===== config.mk =====
export PLATFORM = sky130hd
export DESIGN_NAME = i2s_tx_serializer
export DESIGN_NICKNAME = d
export VERILOG_FILES = /design/src/rtl/i2s_tx_serializer.sv
export SDC_FILE = /design/constraint.sdc
export NUM_CORES = 1
export LEC_CHECK = 0
export CORE_MARGIN = 1.5
export CORE_UTILIZATION = 55
export DETAILED_ROUTE_END_ITERATION = 6
export PLACE_DENSITY = 0.75
export SLEW_MARGIN = 20
export SYNTH_ARGS = -nofsm -noshare
export SYNTH_HDL_FRONTEND = slang
export SYNTH_SLANG_ARGS = --single-unit

===== constraint.sdc =====
create_clock -name clk -period 4.66 [get_ports clk]
set_input_delay 0.932 -clock clk [delete_from_list [all_inputs] [get_ports clk]]
set_output_delay 0.932 -clock clk [all_outputs]
set_load 0.02 [all_outputs]

===== src/rtl/i2s_tx_serializer.sv =====
// Philips I2S transmitter: stereo FIFO in front of an SCLK/WS/SD serializer clocked from clk.
// Optional saturating underflow counter enabled by defining I2S_TX_UNDERFLOW_CNT_EN.
module i2s_tx_serializer #(
  parameter int AUDIO_WIDTH_P = 24,
  parameter int SCLK_DIV_P    = 4,
  parameter int FIFO_DEPTH_P  = 4
) (
  input  logic                            clk,
  input  logic                            rst_n,
  input  logic signed [AUDIO_WIDTH_P-1:0] ing_left,
  input  logic signed [AUDIO_WIDTH_P-1:0] ing_right,
  input  logic                            ing_valid,
  output logic                            ing_ready,
  output logic                            i2s_sclk,
  output logic                            i2s_ws,
  output logic                            i2s_sd,
  input  logic                            cr_tx_enable,
  input  logic                            cr_underflow_clr,
  output logic                            sr_underflow,
  output logic [15:0]                     sr_underflow_cnt
);

  localparam int FW    = 2 * AUDIO_WIDTH_P;
  localparam int KW    = $clog2(FW);
  localparam int DIV_W = (SCLK_DIV_P > 1) ? $clog2(SCLK_DIV_P) : 1;
  localparam int PTR_W = $clog2(FIFO_DEPTH_P);

  logic [FW-1:0]    mem [FIFO_DEPTH_P];
  logic [PTR_W:0]   wr_ptr, rd_ptr, fill;
  logic             empty, full, push, pop;
  logic             active, running, sclk, ws, sd, underflow;
  logic [DIV_W-1:0] div;
  logic [KW-1:0]    k, k_nx;
  logic [FW-1:0]    sr;
  logic             div_wrap, fall, frame_start;

  assign fill        = wr_ptr - rd_ptr;
  assign empty       = (fill == '0);
  assign full        = (fill == (PTR_W+1)'(FIFO_DEPTH_P));
  assign ing_ready   = active && !full;
  assign push        = ing_valid && ing_ready && cr_tx_enable;
  assign div_wrap    = (div == DIV_W'(SCLK_DIV_P - 1));
  assign fall        = div_wrap && sclk;
  assign k_nx        = (!running || k == KW'(FW - 1)) ? '0 : k + 1'b1;
  assign frame_start = fall && (k_nx == '0);
  // A pop on a frame start sees the pre-edge FIFO, so a same-cycle push into an empty FIFO waits
  assign pop         = frame_start && !empty;

  assign i2s_sclk     = sclk;
  assign i2s_ws       = ws;
  assign i2s_sd       = sd;
  assign sr_underflow = underflow;

  always_ff @(posedge clk) begin
    if (push) mem[wr_ptr[PTR_W-1:0]] <= {ing_left, ing_right};
  end

  // Shifter holds {left,right}; its MSB after 2W-1 shifts is right[0], sent at the next k=0
  always_ff @(posedge clk or negedge rst_n) begin
    if (!rst_n) begin
      active <= 1'b0; running <= 1'b0; div <= '0; sclk <= 1'b0; ws <= 1'b0; sd <= 1'b0;
      k <= '0; sr <= '0; wr_ptr <= '0; rd_ptr <= '0; underflow <= 1'b0;
    end else if (!cr_tx_enable) begin
      active <= 1'b0; running <= 1'b0; div <= '0; sclk <= 1'b0; ws <= 1'b0; sd <= 1'b0;
      k <= '0; sr <= '0; wr_ptr <= '0; rd_ptr <= '0; underflow <= 1'b0;
    end else begin
      active    <= 1'b1;
      underflow <= 1'b0;
      if (div_wrap) begin
        div  <= '0;
        sclk <= ~sclk;
      end else begin
        div <= div + 1'b1;
      end
      if (fall) begin
        running <= 1'b1;
        k       <= k_nx;
        ws      <= (k_nx >= KW'(AUDIO_WIDTH_P));
        sd      <= sr[FW-1];
        if (k_nx == '0) begin
          sr        <= empty ? '0 : mem[rd_ptr[PTR_W-1:0]];
          underflow <= empty;
        end else begin
          sr <= {sr[FW-2:0], 1'b0};
        end
      end
      if (push) wr_ptr <= wr_ptr + 1'b1;
      if (pop)  rd_ptr <= rd_ptr + 1'b1;
    end
  end

`ifdef I2S_TX_UNDERFLOW_CNT_EN
  logic [15:0] uf_cnt;
  logic        uf_set;

  assign uf_set           = cr_tx_enable && frame_start && empty;
  assign sr_underflow_cnt = uf_cnt;

  always_ff @(posedge clk or negedge rst_n) begin
    if (!rst_n) begin
      uf_cnt <= '0;
    end else if (cr_underflow_clr) begin
      uf_cnt <= '0;
    end else if (uf_set && uf_cnt != 16'hFFFF) begin
      uf_cnt <= uf_cnt + 1'b1;
    end
  end
`else
  logic unused_clr;
  assign unused_clr       = cr_underflow_clr;
  assign sr_underflow_cnt = '0;
`endif

endmodule


==> reports/results.ini, run 1 <==
[critical_path]
cp_max_fo=4
cp_slowest_stage_delay_ps=600
required_ps=3730
critPathKind=flop to output pin
cp-end-kind=output pin
crit_chain=inv_1 -> ha_1 -> nor2b_1 -> xnor2_1 -> o21a_1 -> clkdlybuf4s50_1
slowest_stage=clkdlybuf4s50_1
arrival_ps=2550
crit_path_start_kind=flop

[synthesis]
synth_seq_area_share=0.706
ys_warn_count=0
synth_area_um2=10600
ys_types=42
syn_area_per_cell_um2=15.8
synthCells=669
synth_seq_cells=260

[timing]
fin_crit_ps=3480
finalSetupTns_ps=0
finClkSkew_ps=9.45
drv_slew=0
worst_slew_pin_slew_ps=999
rsz0062_at_grt=no
worst_slack_ps=1180
timing.slew.headroom=0.334
clock.fmax_mhz=287
fin_crit_sh=0.747
hold_violations=0
setup_viol=0

[place]
port_buffers=56
pre_cts_ws_ps=1210
gp_congestion=0.756
dp_hpwl_um=11200

[clock_tree]
cts_buffer_depth=3
cts_sinks=260
htreeDepth=1
ctsHoldBuffers=0
ctsResizeCount=0
cts_made_buffers=27
clkSlewWorstSetupHoldPaths_ps=60
clk_latency_ps=520
cts_tree=yes
cts-root-buf=clkbuf_16
post_cts_buffers=0

[drt]
ant_nets=0
wl_met2_um=10000
routedWlPerCell_um=20.0
met1_length_um=8010
drtIter0Drc=464
drt-pass1-iter-count=5
routed.top_layer=met4
dr_wl_met3_um=1090
vias_per_cell=6.09
drcViolationCount=0
vias=5917
routed_wl_um=19500

[run_status]
outcome=finished, final reports clean

[power_and_ir_drop]
power.density_nw_per_um2=398
vdd_ir_drop_max_v=0.000361
power_leakage_uw=0.00434

[finish]
finalNetCount=780
drive_above_1_share=0.159
multiInputGateArea_um2=2810
fill_cells=1265
post-route-util=0.649
diodes=0
regArea_um2=7470
syn2layout_area_growth_pct=15.1

[run]
max-cap-violations=0

[grt]
antenna_found_initial=0
track_usage=0.203
grt_overflow=0
grt_pass1_vias=6265
grt_max_degree=72
grt_pass1_wl_um=31900

[floorplanning]
placeableCoreArea_um2=18800
dieHeight_um=142
rows=50
ios=74
die_area_um2=20100
die_width_um=142
initial_utilization=0.563

[worst_hold_path]
hp-class=flop to flop

## path summary, 6_finish.rpt
kind	start	endpoint	slack [ps]	cells past startpoint
worst max-delay path	wr_ptr[0]$_DFFE_PN0P_	ing_ready	1180	6
worst min-delay path	div[0]$_DFF_PN0_	div[0]$_DFF_PN0_	450	1
worst max register to register	wr_ptr[0]$_DFFE_PN0P_	mem[3][7]$_DFFE_PP_	1590	7
worst min register to register	div[0]$_DFF_PN0_	div[0]$_DFF_PN0_	450	1
max in group asynchronous	rst_n	sr[44]$_DFFE_PN0P_	3200	2
min in group asynchronous	rst_n	k[0]$_DFFE_PN0P_	470	1
## Yosys cell counts
master / n / area share
nor3_1: 1 / 0.00047
and2_1: 5 / 0.0030
a32o_1: 1 / 0.00095
o41ai_1: 1 / 0.00083
buf_6: 4 / 0.0043
ha_1: 9 / 0.011
nor3b_1: 1 / 0.00071
a21boi_0: 2 / 0.0014
nand4b_1: 2 / 0.0017
o211ai_1: 2 / 0.0014
and3_1: 6 / 0.0035
a41oi_2: 1 / 0.0015
nand3_1: 99 / 0.047
xnor2_2: 1 / 0.0015
nand4_1: 51 / 0.030
or3_1: 1 / 0.00059
conb_1: 1 / 0.00035
o21ai_0: 11 / 0.0052
dfrtp_1: 68 / 0.16
o21a_1: 2 / 0.0014
nor2b_1: 5 / 0.0030
buf_2: 13 / 0.0062
o211a_1: 1 / 0.00095
mux2i_1: 3 / 0.0028
mux4_2: 48 / 0.10
a31o_1: 1 / 0.00083
a21boi_1: 2 / 0.0014
nor2_1: 2 / 0.00071
nand2b_1: 2 / 0.0012
a41o_2: 1 / 0.0011
buf_1: 2 / 0.00071
o31ai_1: 1 / 0.00071
clkbuf_1: 27 / 0.0096
edfxtp_1: 192 / 0.55
buf_4: 19 / 0.013
o21ai_1: 1 / 0.00047
xnor2_1: 3 / 0.0025
nand2_1: 65 / 0.023
and2_0: 1 / 0.00059
inv_1: 6 / 0.0021
a21oi_1: 1 / 0.00047
xor2_1: 4 / 0.0033
## through the flow
step / area (µm²) / hold WS, ps / std cells / total power, µW
3_3_place_gp: 11300 / 420 / 923 / 2730
4_1_cts: 12200 / 448 / 972 / 4880
6_report: 12200 / 445 / 972 / 4850
5_1_grt: 12200 / 464 / 972 / 5000
2_1_floorplan: 10600 / 409 / 684 / 2660
3_5_place_dp: 11300 / 435 / 923 / 2740
## final cells by class
| class | instances | share of cell area |
|---|---|---|
| Sequential cell | 260 | 0.614 |
| Multi-Input combinational cell | 353 | 0.231 |
| Clock buffer | 33 | 0.0590 |
| Timing Repair Buffer | 70 | 0.0553 |
| Tap cell | 234 | 0.0241 |
| Clock inverter | 16 | 0.0152 |
| Inverter | 6 | 0.00185 |
## per-layer routing
metal,track usage,vias up
met1,0.272,3029
met2,0.346,196
li1,-,2662
met3,0.0314,30
met5,0,-
met4,0.0689,0
## cell usage in the layout (no fill, tap or decap), types with 3 or more instances in the layout
cell type | Yosys | layout
inv_1 | 6 | 6
buf_4 | 19 | 13
nand2_1 | 65 | 65
nor2b_1 | 5 | 5
clkbuf_1 | 27 | 4
edfxtp_1 | 192 | 192
nand4_1 | 51 | 51
clkbuf_16 | 0 | 27
and3_2 | 0 | 5
clkinv_2 | 0 | 7
mux2i_1 | 3 | 3
and2_1 | 5 | 5
dfrtp_1 | 68 | 66
conb_1 | 1 | 16
bufinv_16 | 0 | 4
clkdlybuf4s50_1 | 0 | 55
xor2_1 | 4 | 4
clkinvlp_4 | 0 | 3
ha_1 | 9 | 9
o21ai_0 | 11 | 11
mux4_2 | 48 | 48
nand3_1 | 99 | 98
xnor2_1 | 3 | 3
## registers in the layout (all words and copies together) (netlist names), 2 cells and up
| register | cells |
|---|---|
| div | 2 |
| k | 6 |
| mem | 192 |
| sr | 48 |
| wr_ptr | 3 |
| rd_ptr | 3 |
## kinds of logic after synthesis
group,count (synthesis),share of synthesized area
flops,260,0.706
xor+xnor,8,0.00734
simple gates,241,0.115
fa+ha+maj,9,0.0106
compound gates,28,0.0187
other cells,1,0.000355
buf+inv,71,0.0363
mux,51,0.105
## where the power goes
group / total, µW / switching [µW] / internal, µW / leakage, µW
logic: 168 / 104 / 63.6 / 0.00122
registers: 2530 / 7.79 / 2520 / 0.00268
clock network: 2150 / 839 / 1310 / 0.000439
## worst max-delay path, delay by kind of cell, from the launching register on
| kind | cells | cell delay, ps |
|---|---|---|
| adders and majority gates | 1 | 210 |
| xor gates and xnor gates | 1 | 390 |
| and+or+nand+nor | 1 | 130 |
| AOI/OAI and AO/OA | 1 | 200 |
| DFF | 1 | 380 |
| buffers and inverters | 2 | 720 |
Power figures use the tool's default switching activity.
==> inputs of run 2 (changes only) <==
- CORE_UTILIZATION: 55 -> 53
- PLACE_DENSITY: 0.75 -> 0.76
- clock period: 4.66 -> 3.16 ns (I/O delays scaled with it)
==> run 2 against run 1 <==
  * Cell count up 3.1%
  * Global-route usage down 0.29 points
  * Cell area up 1.0%
  * Clock power up 44%
  * Sequential share of layout area down 0.59 points
  * Critical endpoint unchanged
  * Non-clock buffer count up 1
  * Largest power group unchanged
  * Worst setup slack worse by 650 ps
  * First-iteration DRC count up 26%
==> reports/results.ini, run 2 (synthesized netlist as in run 1, its figures left out) <==
[run_status]
outcome=finished, final reports clean  ; unchanged

[critical_path]
crit_path_start_kind=flop  ; unchanged
arrival_ps=2000  ; was 2550 ps
crit_cells=6  ; unchanged
rr_worst_depth=7  ; unchanged
reg2reg_to=mem[1][0]$_DFFE_PP_  ; was mem[3][7]$_DFFE_PP_
cp_max_fo=4  ; unchanged
required_ps=2530  ; was 3730 ps
crit_chain=inv_1 -> ha_1 -> nor2b_1 -> xnor2_2 -> o21a_1 -> dlymetal6s2s_1  ; was inv_1 -> ha_1 -> nor2b_1 -> xnor2_1 -> o21a_1 -> clkdlybuf4s50_1
reg2reg_slack_ps=620  ; was 1590 ps
regToRegStartpoint=wr_ptr[0]$_DFFE_PN0P_  ; unchanged
path_delay_family=flip-flops  ; was buffers and inverters
cp_slowest_stage_delay_ps=400  ; was 600 ps
critPathKind=flop to output pin  ; unchanged
slowest_stage=dfrtp_1  ; was clkdlybuf4s50_1
critical_path_buf_inv_count=2  ; unchanged
cp-end-kind=output pin  ; unchanged

[power_and_ir_drop]
cell_internal_pwr_uw=5720  ; was 3900 µW
switching_share=0.193  ; was 0.196
pwr-share-comb=0.037  ; was 0.035
power_leakage_uw=0.00437  ; was 0.00434 µW
p_switching_uw=1370  ; was 951 µW
power.density_nw_per_um2=577  ; was 398 nW/µm²
seq_power_share=0.526  ; was 0.521
finalPower_uw=7090  ; was 4850 µW
clkPwrFrac=0.437  ; was 0.444
vdd_ir_drop_max_v=0.000451  ; was 0.000361 V

[timing]
hold_violations=0  ; unchanged
fin_crit_ps=2630
fin_crit_sh=0.832
setup_viol=0  ; unchanged
drv_slew=0  ; unchanged
timing.slew.headroom=0.316  ; was 0.334
finalSetupTns_ps=0  ; unchanged
worst_slew_pin_slew_ps=1030  ; was 999 ps
rsz0062_at_grt=no  ; unchanged
clock.fmax_mhz=380
worst_slack_ps=531  ; was 1180 ps
finClkSkew_ps=11.0  ; was 9.45 ps

[grt]
track_usage=0.200  ; was 0.203
grt_pass1_wl_um=32200  ; was 31900 µm
antenna_found_initial=0  ; unchanged
grt_overflow=0  ; unchanged
grt_pass1_vias=6155  ; was 6265
grt_max_degree=67  ; was 72

[finish]
most-common-layout-cells=edfxtp_1 (192), nand3_1 (98), dfrtp_1 (66), nand2_1 (65), clkdlybuf4s50_1 (54)  ; was edfxtp_1 (192), nand3_1 (98), dfrtp_1 (66), nand2_1 (65), clkdlybuf4s50_1 (55)
drive_above_1_share=0.155  ; was 0.159
syn2layout_area_growth_pct=16.3  ; was 15.1%
layout_commonest_cell=edfxtp_1  ; unchanged
finalNetCount=781  ; was 780
finalInstanceArea_um2=12300  ; was 12200 µm²
fill_cells=1360  ; was 1265
diodes=0  ; unchanged
largest_register_ffs=192  ; unchanged
layoutNonFillerInstCount=1002  ; was 972

[place]
gp_congestion=0.745  ; was 0.756
placed_cells=955  ; was 923
port_buffers=56  ; unchanged
placed_area_um2=11400  ; was 11300 µm²
dp_hpwl_um=11000  ; was 11200 µm
pre_cts_ws_ps=473  ; was 1210 ps

[drt]
drcViolationCount=0  ; unchanged
ant_nets=0  ; unchanged
drt-pass1-iter-count=5  ; unchanged
routedWlPerCell_um=19.7  ; was 20.0 µm
drtIter0Drc=585  ; was 464
routed_wl_um=19800  ; was 19500 µm
vias_per_cell=5.90  ; was 6.09
vias=5908  ; was 5917

[floorplanning]
die_width_um=144  ; was 142 µm
placeableCoreArea_um2=19500  ; was 18800 µm²
die_area_um2=20800  ; was 20100 µm²
dieHeight_um=144  ; was 142 µm
initial_utilization=0.542  ; was 0.563
ios=74  ; unchanged
rows=51  ; was 50

[clock_tree]
cts_made_buffers=27  ; unchanged
post_cts_buffers=0  ; unchanged
ctsResizeCount=0  ; unchanged
clkSlewWorstSetupHoldPaths_ps=60  ; about the same
cts_buffer_depth=3  ; unchanged
cts_sinks=260  ; unchanged
ctsHoldBuffers=0  ; unchanged
cts-root-buf=clkbuf_16  ; unchanged
clk_latency_ps=510  ; was 520 ps
htreeDepth=1  ; unchanged
cts_tree=yes  ; unchanged

[run]
max-cap-violations=0  ; unchanged

[worst_hold_path]
hp-class=input pin to asynchronous set/reset pin  ; was flop to flop

run 2: cell count changes in the layout (fill, tap and decap cells not counted), moves of 2 or more:
cell,before,now
buf_4,13,6
clkbuf_8,2,4
buf_12,1,9
clkinvlp_4,3,0
clkinv_2,7,3
clkbuf_1,4,8
run 2: metrics by stage:
stage	util	hold WS [ps]
after floorplan	-	336
after global placement	0.584	420
after detailed placement	0.584	441
after CTS	0.629	196
after global routing	0.630	234
final	0.630	177
run 2: area by class of cell:
type / count / area, µm² / share of cell area
flip-flops and latches: 260 / 7470 / 0.608
well taps: 265 / 332 / 0.0270
clock inverters: 8 / 113 / 0.00916
multi-input cells: 353 / 2810 / 0.229
clock buffers: 39 / 761 / 0.0619
inverters: 6 / 22.5 / 0.00183
repair buffers: 71 / 783 / 0.0637
run 2: layer usage:
metal,track usage,wire [µm],vias to the layer above
met4,0.0649,353,0
li1,-,-,2661
met1,0.275,8470,2997
met2,0.335,9900,214
met3,0.0291,1060,36
met5,0,0,-
run 2: how the worst max path moves through the flow:
stage | to | startpoint
2_1_floorplan | mem[0][0]$_DFFE_PP_ | rd_ptr[1]$_DFFE_PN0P_
3_3_place_gp | mem[0][27]$_DFFE_PP_ | cr_tx_enable
3_5_place_dp | sr[26]$_DFFE_PN0P_ | cr_tx_enable
4_1_cts | ing_ready | wr_ptr[0]$_DFFE_PN0P_
5_1_grt | ing_ready | wr_ptr[0]$_DFFE_PN0P_
6_report | ing_ready | wr_ptr[0]$_DFFE_PN0P_
run 2: worst reg2reg max path, stage by stage, from the launching register on:
cell and delay [ps]:
dfrtp_1 400, inv_1 160, ha_1 160, nor2b_1 200, xnor2_2 180, o211a_1 290, and3_2 490, buf_12 290
run 2: power by group through the flow:
stage	clock network, µW	logic [µW]	registers [µW]
detailed placement	0	263	3800
CTS	3150	265	3730
finish	3100	263	3730
global placement	0	254	3790
global route	3290	287	3730
floorplan	0	121	3790
==> inputs of run 3 (changes only) <==
- clock period: 3.16 -> 2.2 ns (I/O delays scaled with it)
==> run 3 against run 2 <==
  * Register-to-register slack worse by 530 ps
  * Combinational power up 55%
  * Worst setup slack worse by 530 ps
  * Via count rose by 0.93%
  * Cell count up 1.9%
  * First-iteration DRC count grew 0.17%
  * Non-clock buffer count rose by 17
  * Total power grew 46%
  * Critical endpoint unchanged
  * Worst hold slack improved by 260 ps
  * Routed wire length increased by 3.5%
  * Critical path depth down 1
==> reports/results.ini, run 3 (synthesized netlist as in run 1, its figures left out) <==
[run_status]
outcome=finished, final reports clean  ; unchanged

[finish]
syn2layout_area_growth_pct=19.1  ; was 16.3%
layout_commonest_cell=edfxtp_1  ; unchanged
post-route-util=0.645  ; was 0.630
finalNetCount=797  ; was 781
largest_register_ffs=192  ; unchanged
layoutNonFillerInstCount=1021  ; was 1002
most-common-layout-cells=edfxtp_1 (192), nand3_1 (98), dfrtp_1 (66), nand2_1 (65), clkdlybuf4s50_1 (54)  ; unchanged
fill_cells=1352  ; was 1360
drive_above_1_share=0.188  ; was 0.155

[clock_tree]
cts_tree=yes  ; unchanged
cts_sinks=260  ; unchanged
cts_buffer_depth=3  ; unchanged
cts_made_buffers=26  ; was 27
htreeDepth=1  ; unchanged
clk_latency_ps=520  ; was 510 ps
clkSlewWorstSetupHoldPaths_ps=60  ; about the same
cts-root-buf=clkbuf_16  ; unchanged

[power_and_ir_drop]
vdd_ir_drop_max_v=0.000778  ; was 0.000451 V
power_leakage_uw=0.00449  ; was 0.00437 µW
power.density_nw_per_um2=824  ; was 577 nW/µm²
finalPower_uw=10400  ; was 7090 µW

[place]
placed_cells=969  ; was 955
dp_hpwl_um=11900  ; was 11000 µm
port_buffers=56  ; unchanged
gp_congestion=0.809  ; was 0.745

[timing]
finalSetupTns_ps=0  ; unchanged
fin_crit_ps=2200
setup_viol=0  ; unchanged
drv_slew=0  ; unchanged
rsz0062_at_grt=yes  ; was no
finClkSkew_ps=9.93  ; was 11.0 ps
hold_violations=0  ; unchanged
clock.fmax_mhz=455
timing.hold.ws_ps=440  ; was 177 ps
worst_slew_pin_slew_ps=753  ; was 1030 ps
fin_crit_sh=0.999
timing.slew.headroom=0.498  ; was 0.316

[drt]
routed_wl_um=20500  ; was 19800 µm
vias_per_cell=5.84  ; was 5.90
routedWlPerCell_um=20.0  ; was 19.7 µm
vias=5963  ; was 5908
ant_nets=0  ; unchanged
drcViolationCount=0  ; unchanged
drtIter0Drc=586  ; was 585
drt-pass1-iter-count=5  ; unchanged

[grt]
grt_overflow=0  ; unchanged
grt_pass1_vias=6166  ; was 6155
grt_max_degree=96  ; was 67
grt_pass1_wl_um=32400  ; was 32200 µm
track_usage=0.204  ; was 0.200
antenna_found_initial=0  ; unchanged

[critical_path]
critPathKind=flop to output pin  ; unchanged
crit_path_start_kind=flop  ; unchanged
cp-end-kind=output pin  ; unchanged
arrival_ps=1760  ; was 2000 ps
required_ps=1760  ; was 2530 ps
cp_max_fo=2  ; was 4

[worst_hold_path]
hp-class=flop to flop  ; was input pin to asynchronous set/reset pin

[floorplanning]
initial_utilization=0.542  ; unchanged
die_area_um2=20800  ; unchanged
placeableCoreArea_um2=19500  ; unchanged
die_width_um=144  ; unchanged
dieHeight_um=144  ; unchanged
ios=74  ; unchanged
rows=51  ; unchanged

[run]
max-cap-violations=0  ; unchanged

run 3: cell types whose count changed in the layout (fill, tap and decap cells not counted), moves of 2 or more:
cell       delta
and3_4        +4
inv_4         +2
buf_4        +11
ha_1          -3
clkbuf_16     +2
buf_12        +4
ha_4          +2
clkbuf_1      -4
and3_2        -4
run 3: layer usage:
layer / vias to the layer above / share of wire / global-route usage
met3: 18 / 0.056 / 0.0295
li1: 2699 / - / -
met5: - / 0 / 0
met4: 0 / 0.012 / 0.0617
met2: 200 / 0.51 / 0.347
met1: 3046 / 0.42 / 0.276
run 3: where the power goes:
group | internal, µW | switching [µW] | leakage (µW)
clock network | 2840 | 1780 | 0.000458
registers | 5330 | 16.2 | 0.00268
logic | 169 | 238 | 0.00135
run 3: final cells by class:
class,count,area (µm²),area share
multi-input cells,353,2860,0.227
clock buffers,37,785,0.0623
well taps,265,332,0.0263
diodes,1,2.50,0.000199
inverters,6,25.0,0.00199
flip-flops and latches,260,7470,0.593
repair buffers,88,980,0.0778
clock inverters,11,138,0.0109
run 3: stage by stage:
step | setup slack, ps | area [µm²]
floorplan | -45.0 | 10700
global placement | -3.40 | 11600
detailed placement | -7.46 | 11600
CTS | -15.1 | 12600
global route | -47.0 | 12600
finish | 2.13 | 12600
run 3: path summary, 6_finish.rpt:
kind                            cells past startpoint                   from                     to  slack [ps]
min in group asynchronous                           3                  rst_n     i2s_ws$_DFFE_PN0P_         470
worst max register to register                      7  rd_ptr[0]$_DFFE_PN0P_   mem[0][28]$_DFFE_PP_          90
max in group asynchronous                           3                  rst_n  rd_ptr[0]$_DFFE_PN0P_        1400
worst min-delay path                                1       div[0]$_DFF_PN0_       div[0]$_DFF_PN0_         440
worst min register to register                      1       div[0]$_DFF_PN0_       div[0]$_DFF_PN0_         440
worst max-delay path                                5  rd_ptr[0]$_DFFE_PN0P_              ing_ready           2
run 3: critical path: stages, from the launching register on:
cell and delay, ps:
dfrtp_4 490, ha_4 160, nor2b_4 120, xnor2_2 130
o21a_1 210, buf_6 140
run 3: repair_timing:
action	4_1_cts	5_1_grt
endpoints found under the hold margin	68	0
setup endpoints to repair	134	145
pin swaps	3	0
hold buffers	1	0
buffers inserted	1	0
gates resized for setup	11	2
cloned	0	1
